===== src/rtl/shift_row_rx_pkg.sv =====
// rtl/shift_row_rx_pkg.sv - shared FSM encodings, synchronizer depth and transmitter clock-generator constants
package shift_row_rx_pkg;

    localparam int SYNC_DEPTH = 2;

    typedef enum logic [1:0] {
        IDLE     = 2'd0,
        SHIFT    = 2'd1,
        DONE     = 2'd2,
        WAIT_GAP = 2'd3
    } rx_state_t;

    // Transmitter side: sclk phase and how many clk_in cycles each phase lasts.
    typedef enum logic {
        SCLK_LOW  = 1'b0,
        SCLK_HIGH = 1'b1
    } sclk_gen_state_t;

    localparam int SCLK_HALF_CYCLES = 2;

endpackage


===== src/rtl/shift_row_rx_sync_edge_det.sv =====
// rtl/shift_row_rx_sync_edge_det.sv - multi-flop synchronizer with rising-edge detect
module sync_edge_det
    import shift_row_rx_pkg::*;
(
    input  logic clk_in,
    input  logic reset,
    input  logic sig,
    output logic sig_sync,
    output logic rise
);

    logic [SYNC_DEPTH-1:0] sync_q, sync_d;
    logic                  prev_q, prev_d;

    always_comb begin
        sync_d = {sync_q[SYNC_DEPTH-2:0], sig};
        prev_d = sync_q[SYNC_DEPTH-1];
    end

    always_ff @(posedge clk_in or posedge reset) begin
        if (reset) begin
            sync_q <= '0;
            prev_q <= 1'b0;
        end else begin
            sync_q <= sync_d;
            prev_q <= prev_d;
        end
    end

    assign sig_sync = sync_q[SYNC_DEPTH-1];
    assign rise     = sync_q[SYNC_DEPTH-1] & ~prev_q;

endmodule


===== src/rtl/shift_row_rx.sv =====
// rtl/shift_row_rx.sv - deserialises sclk/sdata bursts into fixed-width rows with frame and overrun flags
module shift_row_rx
    import shift_row_rx_pkg::*;
#(
    parameter int WIDTH      = 150,
    parameter int WIDTH_BITS = 8,
    parameter int GAP        = 16,
    parameter int GAP_BITS   = 5
) (
    input  logic             clk_in,
    input  logic             reset,
    input  logic             sclk,
    input  logic             sdata,
    output logic [WIDTH-1:0] row_data,
    output logic             row_valid,
    output logic             frame_err,
    output logic             overrun
);

    localparam int CW = WIDTH_BITS + 2;
    localparam logic [CW-1:0]       CNT_FULL = CW'(WIDTH);
    localparam logic [CW-1:0]       CNT_MAX  = '1;
    localparam logic [GAP_BITS-1:0] GAP_END  = GAP_BITS'(GAP);

    logic sclk_sync_unused, sclk_rise;
    logic sdata_sync, sdata_rise_unused;

    sync_edge_det u_sclk_sync (
        .clk_in   (clk_in),
        .reset    (reset),
        .sig      (sclk),
        .sig_sync (sclk_sync_unused),
        .rise     (sclk_rise)
    );

    sync_edge_det u_sdata_sync (
        .clk_in   (clk_in),
        .reset    (reset),
        .sig      (sdata),
        .sig_sync (sdata_sync),
        .rise     (sdata_rise_unused)
    );

    rx_state_t           state_q, state_d;
    logic [CW-1:0]       count_q, count_d;
    logic [GAP_BITS-1:0] gap_q, gap_d;
    logic [WIDTH-1:0]    shreg_q, shreg_d;
    logic [WIDTH-1:0]    row_data_q, row_data_d;
    logic                row_valid_q, row_valid_d;
    logic                frame_err_q, frame_err_d;
    logic                overrun_q, overrun_d;
    logic [1:0]          arm_q, arm_d;

    logic                edge_det;
    logic [WIDTH:0]      shift_ext;
    logic [CW-1:0]       count_inc;
    logic [GAP_BITS-1:0] gap_inc;

    // A high sclk at reset release looks like a rising edge; ignore the first three cycles.
    assign edge_det  = sclk_rise & (arm_q == 2'd3);
    assign shift_ext = {shreg_q, sdata_sync};
    assign count_inc = (count_q == CNT_MAX) ? count_q : count_q + 1'b1;
    assign gap_inc   = (gap_q >= GAP_END) ? GAP_END : gap_q + 1'b1;
    assign arm_d     = (arm_q == 2'd3) ? arm_q : arm_q + 2'd1;

    always_ff @(posedge clk_in or posedge reset) begin
        if (reset) begin
            state_q     <= IDLE;
            count_q     <= '0;
            gap_q       <= '0;
            shreg_q     <= '0;
            row_data_q  <= '0;
            row_valid_q <= 1'b0;
            frame_err_q <= 1'b0;
            overrun_q   <= 1'b0;
            arm_q       <= 2'd0;
        end else begin
            state_q     <= state_d;
            count_q     <= count_d;
            gap_q       <= gap_d;
            shreg_q     <= shreg_d;
            row_data_q  <= row_data_d;
            row_valid_q <= row_valid_d;
            frame_err_q <= frame_err_d;
            overrun_q   <= overrun_d;
            arm_q       <= arm_d;
        end
    end

    always_comb begin
        state_d = state_q;
        case (state_q)
            IDLE:     if (edge_det) state_d = (CNT_FULL == CW'(1)) ? DONE : SHIFT;
            SHIFT: begin
                if (edge_det) begin
                    if (count_inc == CNT_FULL) state_d = DONE;
                end else if (gap_inc == GAP_END) begin
                    state_d = IDLE;
                end
            end
            DONE:     state_d = WAIT_GAP;
            WAIT_GAP: if (!edge_det && gap_inc == GAP_END) state_d = IDLE;
            default:  state_d = IDLE;
        endcase
    end

    always_comb begin
        count_d     = count_q;
        gap_d       = gap_q;
        shreg_d     = shreg_q;
        row_data_d  = row_data_q;
        row_valid_d = 1'b0;
        frame_err_d = 1'b0;
        overrun_d   = 1'b0;
        case (state_q)
            IDLE: begin
                if (edge_det) begin
                    shreg_d = shift_ext[WIDTH-1:0];
                    count_d = CW'(1);
                    gap_d   = '0;
                end
            end
            SHIFT: begin
                if (edge_det) begin
                    shreg_d = shift_ext[WIDTH-1:0];
                    count_d = count_inc;
                    gap_d   = '0;
                end else if (gap_inc == GAP_END) begin
                    frame_err_d = 1'b1;
                    count_d     = '0;
                    gap_d       = '0;
                end else begin
                    gap_d = gap_inc;
                end
            end
            DONE: begin
                row_data_d  = shreg_q;
                row_valid_d = 1'b1;
                gap_d       = gap_inc;
            end
            WAIT_GAP: begin
                if (edge_det) begin
                    overrun_d = 1'b1;
                    gap_d     = '0;
                end else if (gap_inc == GAP_END) begin
                    count_d = '0;
                    gap_d   = '0;
                end else begin
                    gap_d = gap_inc;
                end
            end
            default: begin
                count_d = '0;
                gap_d   = '0;
            end
        endcase
    end

    assign row_data  = row_data_q;
    assign row_valid = row_valid_q;
    assign frame_err = frame_err_q;
    assign overrun   = overrun_q;

endmodule


===== config.mk =====
export PLATFORM = sky130hd
export DESIGN_NAME = shift_row_rx
export DESIGN_NICKNAME = d
export VERILOG_FILES = /design/src/rtl/shift_row_rx_pkg.sv /design/src/rtl/shift_row_rx_sync_edge_det.sv /design/src/rtl/shift_row_rx.sv
export SDC_FILE = /design/constraint.sdc
export NUM_CORES = 1
export LEC_CHECK = 0
export ABC_AREA = 1
export BUFFER_PORTS_ARGS = -buffer_cell sky130_fd_sc_hd__buf_2
export CORE_UTILIZATION = 43
export CTS_BUF_LIST = sky130_fd_sc_hd__clkbuf_4 sky130_fd_sc_hd__clkbuf_8
export DETAILED_ROUTE_END_ITERATION = 10
export PLACE_DENSITY = 0.66
export SETUP_SLACK_MARGIN = 0.2
export SYNTH_ARGS = -nofsm -noshare
export SYNTH_HDL_FRONTEND = slang
export SYNTH_SLANG_ARGS = --single-unit

===== constraint.sdc =====
create_clock -name clk_in -period 25.8 [get_ports clk_in]
set_input_delay 1.29 -clock clk_in [delete_from_list [all_inputs] [get_ports clk_in]]
set_output_delay 1.29 -clock clk_in [all_outputs]
set_load 0.03 [all_outputs]

# Word-level counts from Yosys, hierarchy flattened
# Cells that the tools add are included.
[classes]
add_sub_neg = 3
magnitude_cmp = 1
n_eq_ne = 12
n_mux = 23
n_bitwise = 3
n_reduce_logical = 9
[ops]
columns = ["op", "count"]
rows = [
  ["10-bit 2-to-1 mux", 5],
  ["10-bit case mux with 3 select lines", 1],
  ["5-bit 2-to-1 mux", 4],
  ["5-bit case mux with 3 select lines", 1],
  ["10-bit by 1-bit adder with 10-bit output, second input constant", 1],
  ["10-bit == test, second input constant", 1],
  ["10-bit by 8-bit == test with 1-bit output, second input constant", 1],
  ["2-bit 2-to-1 mux", 5],
  ["2-bit case mux with 4 select lines", 1],
  ["2-bit == test, second input constant", 3],
  ["1-bit 2-to-1 mux", 6],
  ["2-bit != test, second input constant", 3],
  ["3-bit != test, second input constant", 2],
  ["5-bit by 1-bit adder with 5-bit output, second input constant", 1],
  ["5-bit == test, second input constant", 1],
  ["5-bit greater-or-equal comparator, second input constant", 1],
  ["4-bit AND reduction", 1],
  ["2-bit OR reduction", 2],
  ["3-bit AND reduction", 1],
  ["3-bit nonzero test", 1],
  ["2-bit by 1-bit adder with 2-bit output, second input constant", 1],
  ["1-bit bitwise AND", 2],
  ["2-bit by 1-bit == test with 1-bit output, second input constant", 1],
  ["2-bit logical NOT", 1],
  ["4 further kinds", 4],
]
[word_totals]
regBits = 327
output_inout_bits = 153
elab_cells = 63

# Depth between registers and ports, before layout
[logic_depth]
ltp_word = 7
mapped_depth = 12
mapped_depth_nobuf = 12

# Cells and area by module
# Synthesis repeated with hierarchy kept, for this count alone.
[unflattened]
cells_unflattened = 1304
hier_area_um2 = 12464.5
[modules_own_cells]
columns = ["module", "instances", "cells_each", "area_per_inst_um2", "seq_area_each_um2"]
rows = [
  ["shift_row_rx", 1, 1292, 12286.8, 8057.7],
  ["sync_edge_det", 2, 6, 88.8, 75.1],
]

# Least setup slack after synthesis
# OpenSTA, ideal clock, no wires.
[synth_timing]
path_kind = "register to output"
startpoint = "reg row_data_q[0], in the netlist row_data[0]"
endpoint = "out row_data[0]"
t_arrival_ns = 0.482
t_required_ns = 24.510
setup_slack_ns = 24.028
path_stages_with_launch = 1
cell_sequence = "dfrtp_1"
[synth_rtl]
columns = ["element", "line", "text"]
rows = [
  ["start: declaration", "shift_row_rx.sv:48", "logic [WIDTH-1:0] row_data_q, row_data_d;"],
  ["start signal: assignment", "shift_row_rx.sv:82", "row_data_q <= row_data_d;"],
  ["end: declaration", "shift_row_rx.sv:14", "output logic [WIDTH-1:0] row_data,"],
]
# No word-level cell between the ends.

# Final worst setup path
[layout_timing]
startpoint = "reg arm_q[0]"
endpoint = "reg shreg_q[9]"
[layout_between]
elab_chain_len = 3
[layout_rtl]
columns = ["element", "line", "text"]
rows = [
  ["start: declaration", "shift_row_rx.sv:52", "logic [1:0] arm_q, arm_d;"],
  ["start signal: assignment", "shift_row_rx.sv:86", "arm_q <= arm_d;"],
  ["2-bit == test", "shift_row_rx.sv:60", "assign edge_det = sclk_rise & (arm_q == 2'd3);"],
  ["1-bit bitwise AND", "shift_row_rx.sv:60", ""],
  ["2-bit AND reduction (no line)", "-", ""],
  ["end signal: assignment", "shift_row_rx.sv:81", "shreg_q <= shreg_d;"],
  ["end: declaration", "shift_row_rx.sv:47", "logic [WIDTH-1:0] shreg_q, shreg_d;"],
]
# Every way passes these cells.
# A chain may end at the register's enable or synchronous reset.

==> impl.org <==
** GRT
- The number of antenna violations at the first check in global routing was 0.
- Wire length of the first global-routing pass :: about 41000 microns
- Entering global routing, the biggest net connects approximately 190 pins.
- GRT Total Usage :: 16.5%
- Total global routing overflow :: 0
- The number of global-route vias before repair is roughly 8.4k.

** Timing
- Measured slew at the worst slew-check pin :: between 1000 and 1500 ps
- Setup repair after global routing missed its margin :: false
- The number of hold-slack violations in the final timing report is 0.
- Post-route fraction of the period consumed by the critical path :: between 10% and 20%
- Setup violations remaining at the end of the flow were counted as 0.
- Achievable clock frequency :: roughly 370 MHz
- The worst pin sits at a relative slew slack of 29.9%.
- Count of pins over their slew limit :: 0
- Shortest period the worst path allows :: around 2700 ps
- Clock skew :: approximately 25 ps
- After routing, the total negative slack on setup checks comes to 0 ps.

** CTS
- Cts-stage hold buffer count :: 0
- The cell sitting at the root of the clock tree is a sky130_fd_sc_hd__clkbuf_8.
- TritonCTS created 53 clock buffers.
- Once the clock tree was built, the setup fixing pass inserted 0 buffers.
- The clock tree synthesis step divided the H-tree into 2 levels.
- TritonCTS built the clock tree.
- In this run the deepest clock path goes through 3 buffers.
- The clock net in this run drives a total of approximately 330 sinks.
- Clock latency on the worst-skew pair, taken at its later pin, is roughly 570 ps.
- In this run, post-CTS repair resized a total of 0 instances.
- Clock-pin slew on the worst setup and hold paths :: approximately 60 ps

** Final layout
- For this run, the number of standard cells in the final layout without fillers is roughly 1.9k.
- The area growth from synthesis to layout is 16.4%.
- Count of antenna diodes in the layout :: 0
- Fill count :: approximately 2.7k
- Area of the multi-input gates :: roughly 3300 sq um
- In the final design database the tool counted around 1.5k nets.
- Across the whole layout, storage elements account for 8180 sq um.
- Layout cells sized above 1 :: between 10% and 20%

** Power and ir drop
- Across the VDD grid, the largest voltage drop is 40.8 uV.
- Total power per unit cell area :: 71.9 nW/um^2
- Power Total :: 1.05 mW
- Summed over all cells, the static leakage comes to 7.08 nW.

** Synth
- Total standard cell area after synthesis :: 12500 sq um
- Area leader, netlist :: sky130_fd_sc_hd__dfrtp_1
- Of the post-synthesis cell area, the dominant cell type holds 65.2%.
- The netlist uses 27 different library cells.
- The share of the Yosys chip area taken by registers is roughly two thirds.
- Yosys attributes the largest share of cell area to sky130_fd_sc_hd__dfrtp_1 65%, sky130_fd_sc_hd__nand2_1 10%, sky130_fd_sc_hd__o21ai_0 8.3%.
- Each instance of the synthesized netlist takes up on average between 9 and 10 sq um.
- Number of synthesized register bits :: approximately 330
- Synthesis produced ~1.3k cells.
- Counting every net in the synthesized netlist gives 1301.
- Yosys synthesis warning count :: 0

** Setup path
- Most Frequent Cell on Critical Path :: sky130_fd_sc_hd__buf_4
- Critical path cell sequence :: ha_1 > nand3_2 > nor2_4 > buf_4 > buf_4 > o21ai_0
- STA classifies the critical path startpoint as a flop.
- Along the worst path, the maximum fanout reaches 95.
- Delay of the slowest cell on the worst path :: 670 ps
- Endpoint arrival time on the critical path :: ~3100 ps
- Critical path required time :: 26210 ps
- Setup crit end kind :: flop
- Setup CP Type :: flop to flop
- The largest individual stage delay along the critical path comes from the cell sky130_fd_sc_hd__buf_4.

** Status
- Result of the run :: complete, no violations

** Detailed routing
- Across all layers, the routed design uses slightly below 9k vias.
- Using the TritonRoute via totals, the vias-per-cell ratio works out to between 4 and 5.
- Total Routed Length :: between 20000 and 25000 microns
- 1st-iter DRT viols :: approximately 620
- The count of nets left with antenna violations once routing finished came out at 0.
- Number of optimization iterations in the first detailed-route pass :: 5
- Wire per inst :: 12.7 microns
- After detailed routing, the number of remaining DRC violations is 0.

** Placement
- During placement, the flow inserted port buffers numbering between 150 and 200.
- Placed Instances :: about 1.8k
- Final GP Congestion :: roughly 0.78
- Summed over all nets, the half-perimeter wirelength after detailed placement is 14200 microns.

** Die
- The die is ~170 microns tall.
- Effective utilization at floorplan :: between 40% and 50%
- Number of ports placed on the die boundary :: ~160
- The floorplan step defined a die boundary enclosing about 30000 sq um.
- Chip width :: 173 microns
- Site row count :: between 60 and 70
- The total area inside the core boundary comes to 28700 sq um.

** Worst hold path
- The tightest min-delay check is of the flop to flop type.

** Job
- The tool flagged a number of max-cap violations equal to 0.
-- per-layer routing --
| metal | GRT usage, % | wire (microns) |
|---|---|---|
| met1 | 23.4 | 11400 |
| met2 | 24.0 | 10000 |
| met3 | 5.36 | 1760 |
| met4 | 5.16 | 496 |
| met5 | 0 | 0 |
-- cell type report --
type | count | share of cell area (%)
Timing Repair Buffer | 161 | 5.69
Clock buffer | 88 | 7.48
Multi-Input combinational cell | 721 | 22.5
Tap cell | 384 | 3.29
Inverter | 179 | 4.70
Clock inverter | 4 | 0.326
Sequential cell | 327 | 56.0
-- worst paths after layout --
path	startpoint	endpoint	slack (ps)	cells after the start
setup / recovery	arm_q[0]	shreg_q[9]	23060	6
hold / removal	u_sdata_sync.sync_q[0]	u_sdata_sync.sync_q[1]	350	0
setup reg to reg	arm_q[0]	shreg_q[9]	23060	6
hold reg to reg	u_sdata_sync.sync_q[0]	u_sdata_sync.sync_q[1]	350	0
max in group asynchronous	reset	row_data[134]	23290	3
min in group asynchronous	reset	shreg_q[12]	940	2
-- cells by family after synthesis --
| logic type | share of synthesized area (%) |
|---|---|
| simple gates | 12.6 |
| flops | 65.2 |
| compound gates | 12.9 |
| buf+inv | 8.61 |
| fa+ha+maj | 0.399 |
| xor+xnor | 0.209 |
| mux | 0.0898 |
-- cells in the final DEF, fill, tap and decap left out, types with 2 or more instances in the layout --
cell type,instances
sky130_fd_sc_hd__clkbuf_4,19
sky130_fd_sc_hd__nand2_2,2
sky130_fd_sc_hd__inv_1,176
sky130_fd_sc_hd__dfrtp_1,327
sky130_fd_sc_hd__buf_2,156
sky130_fd_sc_hd__xor2_1,2
sky130_fd_sc_hd__clkbuf_8,69
sky130_fd_sc_hd__o21ai_1,103
sky130_fd_sc_hd__inv_8,2
sky130_fd_sc_hd__buf_4,4
sky130_fd_sc_hd__nor2_4,6
sky130_fd_sc_hd__ha_1,4
sky130_fd_sc_hd__nand3_1,15
sky130_fd_sc_hd__o21ai_0,207
sky130_fd_sc_hd__nand2_1,348
sky130_fd_sc_hd__o22ai_1,5
sky130_fd_sc_hd__a21oi_1,3
sky130_fd_sc_hd__nand3_2,3
sky130_fd_sc_hd__nor2_1,16
sky130_fd_sc_hd__clkinv_2,2
-- state kept, by name, summed over array words and instances (netlist names), named ones only --
register	flops
row_data	150
u_sclk_sync.prev_q	1
overrun	1
arm_q	2
state_q	1
row_valid	1
shreg_q	150
frame_err	1
gap_q	5
u_sclk_sync.sync_q	2
count_q	10
u_sdata_sync.sync_q	2
-- metrics by stage --
step	util (%)	setup WS [ps]	instance area, sq um	hold WS (ps)
CTS	50.9	22950	14600	355
finish	50.9	23060	14600	353
floorplan	-	15460	12500	331
detailed placement	46.9	22660	13500	340
global route	50.9	22640	14600	363
global placement	46.9	22670	13500	338
-- report_power, final --
part	internal, mW	leakage [nW]	total [mW]	switching, mW
registers	0.524	4.52	0.533	0.00895
clock network	0.275	0.606	0.469	0.195
logic	0.0130	1.95	0.0473	0.0344
total	0.811	7.08	1.05	0.238
-- critical path: cells and delay by family (launching register included) --
family | cells | cell delay, ps
AOI/OAI and AO/OA | 1 | 180
and+or+nand+nor | 2 | 470
DFF | 1 | 360
adders and majority gates | 1 | 230
buffers and inverters | 2 | 1320
-- synth_stat cells --
| library cell | instances |
|---|---|
| sky130_fd_sc_hd__buf_4 | 13 |
| sky130_fd_sc_hd__dfrtp_1 | 327 |
| sky130_fd_sc_hd__nor3_1 | 1 |
| sky130_fd_sc_hd__a21oi_2 | 1 |
| sky130_fd_sc_hd__buf_2 | 5 |
| sky130_fd_sc_hd__inv_2 | 2 |
| sky130_fd_sc_hd__buf_1 | 4 |
| sky130_fd_sc_hd__o21ai_1 | 103 |
| sky130_fd_sc_hd__mux2_2 | 1 |
| sky130_fd_sc_hd__nand4_1 | 1 |
| sky130_fd_sc_hd__nand2_2 | 2 |
| sky130_fd_sc_hd__nand3_4 | 1 |
| sky130_fd_sc_hd__nand3_1 | 15 |
| sky130_fd_sc_hd__ha_1 | 4 |
| sky130_fd_sc_hd__clkbuf_1 | 30 |
| sky130_fd_sc_hd__o21ai_0 | 207 |
| sky130_fd_sc_hd__xor2_1 | 2 |
| sky130_fd_sc_hd__nand2_1 | 348 |
| sky130_fd_sc_hd__xnor2_1 | 1 |
| sky130_fd_sc_hd__buf_6 | 14 |
| sky130_fd_sc_hd__nor2_4 | 6 |
| sky130_fd_sc_hd__nand3_2 | 3 |
| sky130_fd_sc_hd__a21oi_1 | 3 |
| sky130_fd_sc_hd__nor2_1 | 16 |
| sky130_fd_sc_hd__inv_1 | 177 |
| sky130_fd_sc_hd__a22o_1 | 1 |
| sky130_fd_sc_hd__o22ai_1 | 5 |
Power figures use the tool's default switching activity.
